===== config.mk =====
export PLATFORM = sky130hd
export DESIGN_NAME = ysyx_23060240_clint
export DESIGN_NICKNAME = d
export VERILOG_FILES = /design/src/rtl/ysyx_23060240_clint.sv
export SDC_FILE = /design/constraint.sdc
export NUM_CORES = 1
export LEC_CHECK = 0
export BUFFER_PORTS_ARGS = -buffer_cell sky130_fd_sc_hd__buf_2
export CORE_ASPECT_RATIO = 1.75
export CORE_MARGIN = 2
export CORE_UTILIZATION = 53
export DETAILED_ROUTE_END_ITERATION = 8
export PLACE_DENSITY_LB_ADDON = 0.25
export SLEW_MARGIN = 20
export SYNTH_ARGS = -nofsm -noshare
export SYNTH_HDL_FRONTEND = slang
export SYNTH_SLANG_ARGS = --single-unit

===== constraint.sdc =====
create_clock -name clk -period 2.3 [get_ports clk]
set_clock_uncertainty 0.1 [all_clocks]
set_input_delay 0.46 -clock clk [delete_from_list [all_inputs] [get_ports clk]]
set_output_delay 0.46 -clock clk [all_outputs]
set_load 0.03 [all_outputs]

===== src/rtl/ysyx_23060240_clint.sv =====
// ysyx_23060240_clint: core-local interruptor on the saxi slave bus.
// Holds a free-running 64-bit mtime, a 64-bit mtimecmp and a registered
// machine-timer interrupt mtip. Reads and writes use independent channels
// with a one-cycle response.
// Optional build macro CLINT_RAND_DELAY_EN: adds 0..3 extra response cycles
// per transaction, drawn from an 8-bit LFSR, to exercise master tolerance of
// variable slave latency. Without it the response latency is fixed at 1.
module ysyx_23060240_clint #(
  parameter int TICK_DIV = 1,
  parameter int ADDR_W   = 16
) (
  input  logic        clk,
  input  logic        rst,
  input  logic [31:0] clint_araddr,
  input  logic        clint_arvalid,
  output logic        clint_arready,
  output logic [31:0] clint_rdata,
  output logic        clint_rvalid,
  input  logic        clint_rready,
  input  logic [31:0] clint_awaddr,
  input  logic        clint_awvalid,
  output logic        clint_awready,
  input  logic [31:0] clint_wdata,
  input  logic        clint_wvalid,
  output logic        clint_wready,
  output logic        clint_bvalid,
  input  logic        clint_bready,
  output logic        mtip
);

  localparam logic [ADDR_W-1:0] OFF_CMP_LO   = ADDR_W'(16'h4000);
  localparam logic [ADDR_W-1:0] OFF_CMP_HI   = ADDR_W'(16'h4004);
  localparam logic [ADDR_W-1:0] OFF_MTIME_LO = ADDR_W'(16'hBFF8);
  localparam logic [ADDR_W-1:0] OFF_MTIME_HI = ADDR_W'(16'hBFFC);
  localparam logic [15:0]       TICK_LAST    = 16'(TICK_DIV - 1);

  typedef enum logic [1:0] {
    R_IDLE,
    R_RESP
`ifdef CLINT_RAND_DELAY_EN
    , R_WAIT
`endif
  } r_state_t;

  typedef enum logic [1:0] {
    W_IDLE,
    W_RESP
`ifdef CLINT_RAND_DELAY_EN
    , W_WAIT
`endif
  } w_state_t;

  r_state_t r_state, r_next;
  w_state_t w_state, w_next;

  logic [63:0] mtime;
  logic [63:0] mtimecmp;
  logic [15:0] presc;
  logic        tick;
  logic [31:0] rdata_p1;
  logic        mtip_p1;
  logic        ar_hs;
  logic        w_hs;
  logic [ADDR_W-1:0] waddr;

  // Upper address bits are already decoded by the crossbar.
  logic unused_addr_hi;
  assign unused_addr_hi = ^{clint_araddr[31:ADDR_W], clint_awaddr[31:ADDR_W]};

  // Register value seen by a read; unmapped offsets read as zero.
  function automatic logic [31:0] rd_mux(input logic [ADDR_W-1:0] a);
    logic [31:0] d;
    d = 32'h0;
    if (a == OFF_CMP_LO)        d = mtimecmp[31:0];
    else if (a == OFF_CMP_HI)   d = mtimecmp[63:32];
    else if (a == OFF_MTIME_LO) d = mtime[31:0];
    else if (a == OFF_MTIME_HI) d = mtime[63:32];
    return d;
  endfunction

  assign tick          = (presc == TICK_LAST);
  assign waddr         = clint_awaddr[ADDR_W-1:0];
  assign clint_arready = (r_state == R_IDLE);
  assign ar_hs         = clint_arvalid && clint_arready;
  assign w_hs          = (w_state == W_IDLE) && clint_awvalid && clint_wvalid;
  assign clint_awready = w_hs;
  assign clint_wready  = w_hs;
  assign clint_rvalid  = (r_state == R_RESP);
  assign clint_bvalid  = (w_state == W_RESP);
  assign clint_rdata   = rdata_p1;
  assign mtip          = mtip_p1;

`ifdef CLINT_RAND_DELAY_EN
  logic [7:0] lfsr;
  logic [1:0] r_cnt;
  logic [1:0] w_cnt;

  // Maximal-length LFSR x^8+x^6+x^5+x^4+1, stepping every cycle.
  always_ff @(posedge clk) begin
    if (rst) lfsr <= 8'hA5;
    else     lfsr <= {lfsr[6:0], lfsr[7] ^ lfsr[5] ^ lfsr[4] ^ lfsr[3]};
  end

  // Extra-delay down-counters, loaded at each handshake.
  always_ff @(posedge clk) begin
    if (rst) begin
      r_cnt <= 2'd0;
      w_cnt <= 2'd0;
    end else begin
      if (ar_hs)                 r_cnt <= lfsr[1:0];
      else if (r_state == R_WAIT) r_cnt <= r_cnt - 2'd1;
      if (w_hs)                  w_cnt <= lfsr[1:0];
      else if (w_state == W_WAIT) w_cnt <= w_cnt - 2'd1;
    end
  end
`endif

  // Prescaler: one mtime tick every TICK_DIV cycles.
  always_ff @(posedge clk) begin
    if (rst)       presc <= 16'd0;
    else if (tick) presc <= 16'd0;
    else           presc <= presc + 16'd1;
  end

  // mtime: a bus write to either half beats a same-cycle tick.
  always_ff @(posedge clk) begin
    if (rst)                              mtime <= 64'd0;
    else if (w_hs && waddr == OFF_MTIME_LO) mtime[31:0] <= clint_wdata;
    else if (w_hs && waddr == OFF_MTIME_HI) mtime[63:32] <= clint_wdata;
    else if (tick)                        mtime <= mtime + 64'd1;
  end

  // mtimecmp: software-written compare value.
  always_ff @(posedge clk) begin
    if (rst)                            mtimecmp <= '1;
    else if (w_hs && waddr == OFF_CMP_LO) mtimecmp[31:0] <= clint_wdata;
    else if (w_hs && waddr == OFF_CMP_HI) mtimecmp[63:32] <= clint_wdata;
  end

  // Stage p1: read data captured at the AR handshake, interrupt compare.
  always_ff @(posedge clk) begin
    if (rst) begin
      rdata_p1 <= 32'h0;
      mtip_p1  <= 1'b0;
    end else begin
      if (ar_hs) rdata_p1 <= rd_mux(clint_araddr[ADDR_W-1:0]);
      mtip_p1 <= (mtime >= mtimecmp);
    end
  end

  // Channel state registers.
  always_ff @(posedge clk) begin
    if (rst) begin
      r_state <= R_IDLE;
      w_state <= W_IDLE;
    end else begin
      r_state <= r_next;
      w_state <= w_next;
    end
  end

  // Read channel next state.
  always_comb begin
    r_next = r_state;
    case (r_state)
      R_IDLE: begin
        if (clint_arvalid) begin
`ifdef CLINT_RAND_DELAY_EN
          r_next = (lfsr[1:0] == 2'd0) ? R_RESP : R_WAIT;
`else
          r_next = R_RESP;
`endif
        end
      end
`ifdef CLINT_RAND_DELAY_EN
      R_WAIT: if (r_cnt == 2'd1) r_next = R_RESP;
`endif
      R_RESP: if (clint_rready) r_next = R_IDLE;
      default: r_next = R_IDLE;
    endcase
  end

  // Write channel next state; AW and W are only taken together.
  always_comb begin
    w_next = w_state;
    case (w_state)
      W_IDLE: begin
        if (w_hs) begin
`ifdef CLINT_RAND_DELAY_EN
          w_next = (lfsr[1:0] == 2'd0) ? W_RESP : W_WAIT;
`else
          w_next = W_RESP;
`endif
        end
      end
`ifdef CLINT_RAND_DELAY_EN
      W_WAIT: if (w_cnt == 2'd1) w_next = W_RESP;
`endif
      W_RESP: if (clint_bready) w_next = W_IDLE;
      default: w_next = W_IDLE;
    endcase
  end

endmodule


==> results of run 1 <==
==> sequential cells by signal, summed over array words and instances, names as in the netlist <==
| register | cells |
|---|---|
| presc | 16 |
| mtime | 64 |
| w_state | 1 |
| mtip | 1 |
| r_state | 1 |
| clint_rdata | 32 |
| mtimecmp | 64 |
==> power by group <==
group	internal, uW	switching, uW
registers	3130	23.0
clock network	1750	1400
logic	171	340
total	5050	1760
==> cell families (layout without fill, tap and decap cells) <==
group	after synthesis	in the layout	synth area share [%]
AOI/OAI and AO/OA	323	323	21.0
adders and majority gates	67	67	7.72
xor gates and xnor gates	47	47	3.79
DFF	179	179	33.0
and+or+nand+nor	538	538	26.3
muxes	25	25	2.33
buffers and inverters	160	445	5.84
==> metal layers <==
| layer | vias up | wire (um) | share of wire [%] |
|---|---|---|---|
| met5 | - | 0 | 0 |
| met4 | 0 | 3910 | 9.5 |
| met3 | 228 | 2480 | 6.0 |
| met2 | 530 | 20900 | 51 |
| met1 | 5624 | 13900 | 34 |
| li1 | 5457 | - | - |
==> final timing paths <==
path,to,depth (start not counted)
max,mtip$_SDFF_PP0_,8
min,r_state[0]$_SDFFE_PP0P_,2
max reg2reg,mtip$_SDFF_PP0_,8
min reg2reg,clint_rdata[14]$_SDFFE_PP0P_,2
==> area by class of cell <==
type | instances | area [um2] | share of cell area [%]
well taps | 248 | 310 | 2.19
repair buffers | 338 | 2480 | 17.5
clock buffers | 18 | 429 | 3.03
clock inverters | 14 | 186 | 1.32
flip-flops and latches | 179 | 3600 | 25.4
inverters | 75 | 282 | 1.99
multi-input cells | 1000 | 6880 | 48.5
==> synthesized netlist by cell type, drive strengths merged, types with 14 or more instances <==
cell type  number
clkbuf         65
xnor2          14
and4           26
o21ai          47
nor4           46
a211o          64
buf            20
and2           17
ha             67
and3           20
xor2           33
dfxtp         179
inv            75
a21oi          65
nor2          194
nand3          44
o22ai          25
nand2          64
nor3           14
a211oi         36
mux2i          23
nand4          44
nor2b          28
==> metrics by stage <==
| stage | power [uW] | TNS, ns |
|---|---|---|
| after global routing | 6960 | -0.192 |
| after CTS | 6800 | 0 |
| final | 6810 | 0 |
| after floorplan | 3460 | -0.555 |
| after detailed placement | 3710 | -22.69 |
| after global placement | 3710 | -21.07 |
==> timing repair <==
item	in CTS	in global routing
setup endpoints to repair	41	41
buffers inserted	9	3
resized for setup	14	60
pin swaps	5	19
==> run summary, run 1 <==
The path class of the lowest-slack min-delay path is in -> reg. The first-pass GRT wire length is 63.3 mm, and the critical path arrival is 2.54 ns. Across every metal layer, demand over resource in global routing totals 37.4%. Ranked by total cell area, the synthesized netlist is headed by dfxtp_1, ha_1, nor2_1, a211o_1, a21oi_1. The post-route cell area came out at 0.0142 mm2. Averaged over all synthesized cells, the footprint is 8.11 um2.

In this run the deepest clock path goes through 2 buffers. The synthesis-stage register bit count came out at 179. The final critical-path share of the clock period works out to 98.0%.

The cell class contributing the biggest share of worst-path delay was simple AND/OR/NAND/NOR gates. The net count of the finished layout is 1781. Yosys mapped the design onto 65 distinct sky130hd cell types.

The final hold slack came out at 0.0860 ns. The tools report the required time at the endpoint of the critical path as 2.59 ns. The number of standard-cell rows in the floorplan is 69, and the via count normalized by instance count is 6.32. The top cell types in the final layout, fill and taps aside, are buf_4, nor2_1, dfxtp_1. The count of H-tree levels built during CTS was 4; the leakage power was 0.00634 uW. The layer with the highest usage after global routing is met2. For met3 alone, demand over resource in global routing was 7.36%. The delay of the slowest cell on the worst path came out at 0.56 ns. The startpoint identified for the worst hold timing path is clint_rready. The total via count after detailed routing came out at 11800. The commonest non-fill, non-tap cell in the layout was buf_4. For this configuration, the core starts out at a cell density of 53.8%.

The worst setup path is launched from a flip-flop. Transition time at the pin with the least slew margin: 0.823 ns. Counting flops with an async set or reset pin after synthesis yields a share of 0%. At the end of routability-driven placement, the weighted congestion stood at 0.970. 141 I/O pins were placed. TritonCTS built the clock tree. The run gives 41.1 mm as the total wire length.

The top cell type by area accounts for 33.0% of the synthesized area. Pin count of the biggest net entering global routing: 77. Across the run, the number of max-cap violations was 0. The tools report the fraction of the core area covered by cells at the end of the flow as 70.1%. The type of the setup path with the least slack was reg -> reg. The largest individual stage delay along the critical path comes from the cell or4_4. The flow ran to the end, and the final reports show no timing, DRC or antenna violations.

The layout cell share with drive strength beyond 1 is 27.3%, and the half-perimeter wire length of the detailed placement result is 30.7 mm. The source of the critical timing path was mtimecmp[9]$_SDFFE_PP1P_. Number of antenna violations at the first check in global routing: 0. Setup violations remaining at the end of the flow were counted as 0.

For this block, the initial DRC count from the detailed router was 907. The cell type with the largest total area after synthesis is dfxtp_1. Hold repair after CTS inserted 0 buffers. The minimum period implied by the final worst setup slack came out at 2.25 ns. Dominant synthesized flop cell: dfxtp_1. The count of buffering cells on the critical path with inverters included came out at 1. The maximum ir drop on the vdd rail was 564 uV. Met2 capacity usage during global routing: 66.4%.

The category of the worst setup path capture point is a flip-flop. Sequential elements use 33.0% of the synthesized area. In this run, placement finished with an instance count of 1828. The count of cells in the finished layout, fillers not included, comes to 1872. The tools report the number of sinks handled by clock tree synthesis as 179. The width of the die is 112 um. The tree is rooted in a clkbuf_16. At the later pin of the worst-skew pair, clock insertion delay measures 0.45 ns. The number of inserted filler cells in the final layout is 1699, and the number of global-route vias before repair is 11900.

After technology mapping, the gate count stands at 1339. The logs give 0.05 ns for the slack of the worst reg-to-reg path and 0.0202 mm2 for the core area. Startpoint of the most critical register-to-register path: mtimecmp[9]$_SDFFE_PP1P_. For the met1 capacity usage during global routing, the log shows 36.9%. The clock transition at the registers of the reported paths came out at 0.08 ns. The repair_antennas step left the layout with diodes totalling 0. The first detailed-routing pass took 9 iterations.

The power density relative to cell area came out at 480 mW/mm2. Timing would allow up to 444 MHz. The run gives 0 as the final hold violation count. From bottom edge to top edge, the die measures 193 um. The run gives 1509 as the synthesized netlist net count. The total congestion overflow after global routing is 0. The final-report max-slew violation count is 0, and the wire length per cell is 22.0 um. Setup repair after global routing could not meet its margin everywhere. TritonCTS created 17 clock buffers.

Walking the worst path, the cells encountered are inv_1 -> ha_1 -> and4_4 -> nand2_1 -> or4_4 -> o211ai_1 -> a21oi_1 -> o22ai_1. Yosys printed 0 warnings. The number of buffers inserted by port buffering works out to 108.

The DRC violation count after routing is 0, and the headroom to the max-slew limit is 45.0%. The top fanout value on the critical path is 2. Prior to clock tree synthesis, the placed netlist has a worst setup slack of -0.388 ns.

The tools report the placed standard-cell area as 0.0132 mm2. Compared with the post-synthesis result, the final layout area differs by 30.5%. Yosys mapped a number of flops with a built-in enable equal to 0.

The count of nets left with antenna violations once routing finished came out at 0. The summed instance area of the synthesized netlist is 0.0109 mm2. The die covers 0.0217 mm2. The setup slack after layout came out at 0.0466 ns.
Power figures use the tool's default switching activity.
==> run 2, diff against run 1 <==
- CORE_UTILIZATION: 53 -> 35
- CTS_BUF_LIST: default -> sky130_fd_sc_hd__clkbuf_2 sky130_fd_sc_hd__clkbuf_4 sky130_fd_sc_hd__clkbuf_8
- PLACE_DENSITY_LB_ADDON: 0.25 -> default
==> run 2 against run 1 <==
Against the previous run: worst setup slack worse by 0.024 ns; via count down 1.2%; maximum frequency down 1.0%; clock power down 24%; critical endpoint unchanged; largest cell class unchanged; highest routed layer unchanged.
==> run summary, run 2 (synthesis gave the netlist of run 1 again) <==
The required time at the endpoint of the critical path was 2.60 ns (about the same); the maximum ir drop on the vdd rail was 387 uV (-31%). Share of power burned in the clock network: 39.5% (-6.7 points). The clock transition at the registers of the reported paths works out to 0.11 ns (+0.03 ns).

The logs give 35.5% (-18 points) for the starting density of the core and 51.9% (+5.6 points) for the part of the total power dissipated in sequential elements. The first-pass GRT wire length is 64.7 mm (+2.3%), and the number of primary I/O pins is 141 (unchanged). The power density relative to cell area works out to 421 mW/mm2 (-12%). The half-perimeter wire length of the detailed placement result is 33.2 mm (+7.9%), and the leakage power is 0.00639 uW (+0.78%).

The run gives 0.0325 mm2 (+50%) as the total die area. The most numerous cell type found on the critical path is a21oi_1. In the layout the commonest cells are buf_4, nor2_1, dfxtp_1. The met1 capacity usage during global routing came out at 26.0% (-11 points). The global routing stage identified its most utilized layer as met2. For the global routing met3 resource utilization, the log shows 4.05% (-3.3 points). TritonCTS built the clock tree. Total track usage: 26.7% (-11 points). The worst setup path is of the reg -> reg kind.

The slowest library cell on the worst path is a311oi_2. The remaining antenna violation count was 0 (unchanged). The tools report the sort of element at the start of the critical path as a flip-flop. For the power spent charging and discharging nets, the log shows 1640 uW (-6.7%). The tools report the met2 capacity usage during global routing as 48.8% (-18 points). Number of cells in the finished layout apart from fillers: 2039 (+8.9%). The logs give 43.0 mm (+4.5%) for the total wire length and 4440 uW (-12%) for the internal portion of total power. The total via count after detailed routing was 11700 (-1.2%); the achievable clock frequency was 439 MHz (-1.0%). Number of standard-cell rows in the floorplan: 85 (+23%). The top fanout value on the critical path was 3 (+1); the wire length per cell was 21.1 um (-4.1%). Traced cell by cell, the critical path runs through buf_4 -> ha_1 -> a21oi_1 -> nand2_1 -> a311oi_2 -> o211ai_1 -> a21oi_1 -> o22ai_1.

The tools report the final hold violation count as 0 (unchanged). The transition time at the pin with the least slew margin was 0.990 ns (+0.167 ns); the final critical-path share of the clock period was 99.0% (+1.0 points). The combinational group share of total power was 8.6% (+1.1 points); the maximum root-to-sink buffer count was 2 (unchanged).

The run gives 0.958 (-1.3%) as the routability congestion estimate. The tools report the number of global-route vias before repair as 11600 (-2.4%). The switching part of the total works out to 27.0% (+1.2 points). The logs give 2.58 ns (+0.04 ns) for the critical path arrival and 0.0135 mm2 (+2.0%) for the placed standard-cell area. The height of the chip was 237 um (+23%); the number of inserted filler cells in the final layout was 3069 (+81%).

The core area was 0.0306 mm2 (+52%); the final hold slack was 0.0892 ns (+0.00321 ns). The tools report the post-route cell area as 0.0144 mm2 (+1.7%). For the post-placement cell count, the log shows 1984 (+8.5%). The minimum period implied by the final worst setup slack is 2.28 ns (+0.0235 ns), and the total congestion overflow after global routing is 0 (unchanged). The tools report the later-pin clock latency in the skew report as 0.53 ns (+0.08 ns). The library cell used most frequently in the layout, excluding fill and tap cells, is buf_4.

The placement-stage worst setup slack is -0.394 ns (-0.00536 ns), and the number of buffers inserted by port buffering is 108 (unchanged). The width of the die is 137 um (+22%). The delay of the slowest cell on the worst path is 0.43 ns (-0.13 ns), and the number of sinks handled by clock tree synthesis is 179 (unchanged). The total clock buffers created by CTS is 17 (unchanged). From synthesis to final layout, the design area changed by 32.8%. The total power draw came out at 6080 uW (-11%).

The tools report the DRC marker count from the first detailed-route iteration as 736 (-19%). For the number of detailed-routing iterations run before antenna repair, the log shows 5 (-4). The headroom to the max-slew limit was 33.8% (-11 points). The path class of the lowest-slack min-delay path was in -> reg. The layout cell share with drive strength beyond 1 was 29.1% (+1.9 points); the via count normalized by instance count was 5.74 (-9.3%). The clock tree root driver cell was clkbuf_8. For the count of H-tree levels built during CTS, the log shows 4 (unchanged).

Setup repair after global routing could not meet its margin everywhere. The count of endpoints failing setup in the final report came out at 0 (unchanged). The setup slack after layout came out at 0.0230 ns (-0.0235 ns). For the number of antenna violations at the first check in global routing, the log shows 1 (+1).

The DRC violation count after routing was 0 (unchanged); the pin count of the biggest net entering global routing was 45 (-42%). The tools report the category of the worst setup path capture point as a flip-flop. The net count reported at finish was 1805 (+1.3%); the number of maximum-capacitance violations was 0 (unchanged).

Final-report max-slew violation count: 0 (unchanged). The flow ran to the end, and the final reports show no timing, DRC or antenna violations.
## run 2: changes by cell type in the layout (fill, tap and decap cells not counted), moves of 3 or more
cell | before | now
dfxtp_2 | 14 | 19
buf_12 | 15 | 18
buf_4 | 209 | 228
inv_6 | 7 | 2
a211oi_1 | 34 | 30
dfxtp_1 | 165 | 157
a211oi_2 | 2 | 6
dfxtp_4 | 0 | 3
clkbuf_16 | 17 | 0
clkbuf_8 | 0 | 18
## run 2: power by group through the flow
stage               Combinational [uW]  Sequential [uW]  Clock, uW
floorplan                          181             3280          0
global placement                   506             3230          0
detailed placement                 510             3230          0
CTS                                518             3160       2440
global route                       555             3160       2540
finish                             523             3150       2400
## run 2: critical path, delay by kind of cell, from the launching register on
kind / cells / cell delay, ns
compound gates: 5 / 1.11
flops: 1 / 0.34
simple gates: 1 / 0.15
fa+ha+maj: 1 / 0.32
buf+inv: 1 / 0.15
## run 2: per-layer routing
metal  vias up  wire length [um]
met1      5639             14700
met2       391             22800
met5         -                 0
met3       165              1770
li1       5504                 -
met4         0              3660
## run 2: layout make-up
| class | count | area (um2) | share of cell area [%] |
|---|---|---|---|
| multi-input cells | 1000 | 6900 | 47.9 |
| diodes | 1 | 2.50 | 0.0174 |
| clock buffers | 20 | 263 | 1.82 |
| inverters | 75 | 282 | 1.95 |
| repair buffers | 362 | 2710 | 18.8 |
| flip-flops and latches | 179 | 3620 | 25.1 |
| well taps | 391 | 489 | 3.39 |
| clock inverters | 11 | 153 | 1.06 |
## run 2: repair_timing
action                                  4_1_cts  5_1_grt
endpoints found under the setup margin       57       53
resized for setup                            43       48
endpoints found under the hold margin         1        0
hold buffers                                  1        0
setup buffers                                12       10
pin swaps                                    14       25
## run 2: path summary, 6_finish.rpt
kind,cells after the start,slack [ns],start,to
max,8,0.02,mtime[6]$_SDFFE_PP0P_,mtip$_SDFF_PP0_
min,2,0.09,clint_wdata[19],mtimecmp[51]$_SDFFE_PP1P_
max reg2reg,8,0.02,mtime[6]$_SDFFE_PP0P_,mtip$_SDFF_PP0_
min reg2reg,2,0.36,clint_rdata[0]$_SDFFE_PP0P_,clint_rdata[0]$_SDFFE_PP0P_
## run 2: metrics by stage
step / util [%] / TNS, ns
detailed placement: 43.9 / -17.78
floorplan: - / -0.555
finish: 47.1 / 0
global route: 47.1 / -0.371
CTS: 46.3 / 0
global placement: 43.9 / -15.76
==> run 3, diff against run 2 <==
- GPL_TIMING_DRIVEN: default -> 0
==> run 3 against run 2 <==
Against the previous run: the run now ends with setup timing left; clock-buffer cell count is 2 higher; utilization decreased by 2.3 points; die area is the same; flip-flop and latch count is the same; cell count shrank 5.2%; largest cell class unchanged.
==> run summary, run 3 (synthesis gave the netlist of run 1 again) <==
The total via count after detailed routing was 11500 (-1.8%); the routability congestion estimate was 1.01 (+5.4%). The run gives 11500 (-1.2%) as the number of global-route vias before repair. Type of the setup path with the least slack: reg -> reg. The later-pin clock latency in the skew report is 0.53 ns (about the same), and the achievable clock frequency is 430 MHz (-2.2%).

The tools report the total congestion overflow after global routing as 0 (unchanged). The via count normalized by instance count came out at 5.94 (+3.5%). Setup repair after global routing could not meet its margin everywhere. For the headroom to the max-slew limit, the log shows 25.7% (-8.1 points). The core area was 0.0306 mm2 (unchanged). The first-pass GRT wire length is 70.2 mm (+8.4%). The routed length on met2 came out at 24.8 mm (+8.4%).

The tree is rooted in a clkbuf_8. TritonCTS built the clock tree. The wire length on met3 is 2.29 mm (+29%). The power density relative to cell area is 426 mW/mm2 (+1.2%), and the maximum root-to-sink buffer count is 2 (unchanged).

The height of the chip came out at 237 um (unchanged). The logs give 829 (+13%) for the DRC marker count from the first detailed-route iteration and 0.0119 mm2 (-11%) for the placed standard-cell area. The pin count of the biggest net entering global routing is 17 (-62%), and the number of cells in the finished layout apart from fillers is 1933 (-5.2%).

The worst hold path begins at clint_bready. The final critical-path share of the clock period was 101% (+2.2 points). The logs give -0.03 ns (-0.05 ns) for the slack of the worst reg-to-reg path and 0.0325 mm2 (unchanged) for the total die area. The fraction of the core area covered by cells at the end of the flow is 44.8% (-2.3 points), and the number of maximum-capacitance violations is 0 (unchanged).

The tools report the half-perimeter wire length of the detailed placement result as 36.5 mm (+10%). From synthesis to final layout, the design area changed by 26.3%. The worst hold path belongs to the class in -> reg.

The net count reported at finish came out at 1698 (-5.9%). The total clock buffers created by CTS was 17 (unchanged). The worst register-to-register path ends at mtime[41]$_SDFFE_PP0P_.

The tools report the count of endpoints failing setup in the final report as 10 (+10). The total wire length is 48.1 mm (+12%), and the leakage power is 0.00573 uW (-10%). The setup slack after layout is -0.0277 ns (-0.0507 ns), and the wire length per cell is 24.9 um (+18%).

The worst setup path is launched from a flip-flop. The number of detailed-routing iterations run before antenna repair was 5 (unchanged). Routed length on met1: 16.4 mm (+11%). The minimum period implied by the final worst setup slack is 2.33 ns (+0.0507 ns), and the number of standard-cell rows in the floorplan is 85 (unchanged).

Placement-stage worst setup slack: -1.16 ns (-0.764 ns). The tools report the number of sinks handled by clock tree synthesis as 179 (unchanged). The library cell used most frequently in the layout, excluding fill and tap cells, is nor2_1. The run finished, with violations left.

The top fanout value on the critical path works out to 8 (+5). The top cell types in the final layout, fill and taps aside, are nor2_1, dfxtp_1, buf_2. The required time at the endpoint of the critical path came out at 2.64 ns (+0.04 ns). The tools report the final hold violation count as 0 (unchanged). Total power draw: 5850 uW (-3.7%). The startpoint identified for the worst register-to-register timing path is w_state[0]$_SDFFE_PP0P_.

After detailed routing, no signal wire sits above met4. Post-route cell area: 0.0137 mm2 (-4.8%). Width of the die: 137 um (unchanged). For the number of primary I/O pins, the log shows 141 (unchanged). The number of buffers inserted by port buffering was 107 (-0.93%); the layout cell share with drive strength beyond 1 was 27.3% (-1.9 points).

The clock transition at the registers of the reported paths came out at 0.10 ns (about the same). The total track usage is 29.7% (+3.0 points). For the number of antenna violations at the first check in global routing, the log shows 1 (unchanged). The checks that failed: setup timing. The count of H-tree levels built during CTS was 4 (unchanged). Transition time at the pin with the least slew margin: 1.11 ns (+0.125 ns). The critical path arrival was 2.67 ns (+0.09 ns); the post-placement cell count was 1837 (-7.4%). The number of cells traversed by the worst hold path works out to 3 (+1). The tools report the DRC violation count after routing as 0 (unchanged). The run gives 35.5% (unchanged) as the starting density of the core.

The remaining antenna violation count was 0 (unchanged). The worst reg-to-reg path cell count was 8 (unchanged). STA classifies the critical path endpoint as a flip-flop.

The tools report the worst hold path endpoint as w_state[0]$_SDFFE_PP0P_. The maximum ir drop on the vdd rail was 400 uV (+3.2%); the final-report max-slew violation count was 0 (unchanged).
[run 3: power by group]
part / switching, uW / internal (uW) / leakage (uW)
clock: 1290 / 864 / 0.000187
sequential: 27.1 / 3120 / 0.00147
combinational: 389 / 163 / 0.00407
[run 3: stage by stage]
stage | setup TNS, ns | hold WS (ns)
floorplan | -0.555 | 0.338
global route | -2.07 | 0.102
finish | -0.141 | 0.0859
CTS | -0.114 | 0.0643
global placement | -119.22 | 0.341
detailed placement | -116.13 | 0.345
[run 3: routing by layer]
| metal | GRT usage [%] | up-vias |
|---|---|---|
| met5 | 0 | - |
| met3 | 4.77 | 205 |
| li1 | - | 5306 |
| met1 | 29.4 | 5525 |
| met4 | 25.9 | 0 |
| met2 | 52.3 | 447 |
[run 3: final cells by class]
| type | count | area [um2] |
|---|---|---|
| timing repair buffer | 175 | 1150 |
| antenna | 1 | 2.50 |
| multi-input combinational | 1000 | 7290 |
| inverter | 75 | 282 |
| fill | 3160 | 16900 |
| tap | 391 | 489 |
| sequential | 179 | 3680 |
| clock inverter | 10 | 73.8 |
| buffer | 80 | 457 |
| clock buffer | 22 | 290 |
[run 3: worst max path at each step]
stage | start | to | slack (ns) | cells after the start
3_3_place_gp | clint_awaddr[7] | mtimecmp[9]$_SDFFE_PP1P_ | -1.14 | 9
3_5_place_dp | clint_awaddr[7] | mtimecmp[8]$_SDFFE_PP1P_ | -1.16 | 9
2_1_floorplan | clint_awaddr[1] | mtime[58]$_SDFFE_PP0P_ | -0.05 | 7
6_report | w_state[0]$_SDFFE_PP0P_ | mtime[41]$_SDFFE_PP0P_ | -0.03 | 8
5_1_grt | presc[0]$_SDFF_PP0_ | mtime[20]$_SDFFE_PP0P_ | -0.11 | 10
4_1_cts | w_state[0]$_SDFFE_PP0P_ | mtime[41]$_SDFFE_PP0P_ | -0.03 | 8
[run 3: worst max-delay path, stage by stage (launching register included)]
cell and delay, ns:
dfxtp_2 0.33, nand3b_4 0.17, or4_4 0.55, or3_1 0.34, buf_6 0.16, o21ai_4 0.15, buf_6 0.20, o21ai_1 0.08
a21oi_1 0.17
[run 3: repair_timing]
item / CTS / global route
setup endpoints to repair: 165 / 88
setup buffers: 42 / 25
endpoints found under the hold margin: 1 / 0
hold buffers: 1 / 0
pin swaps: 23 / 53
resized for setup: 131 / 146
gates cloned: 2 / 0
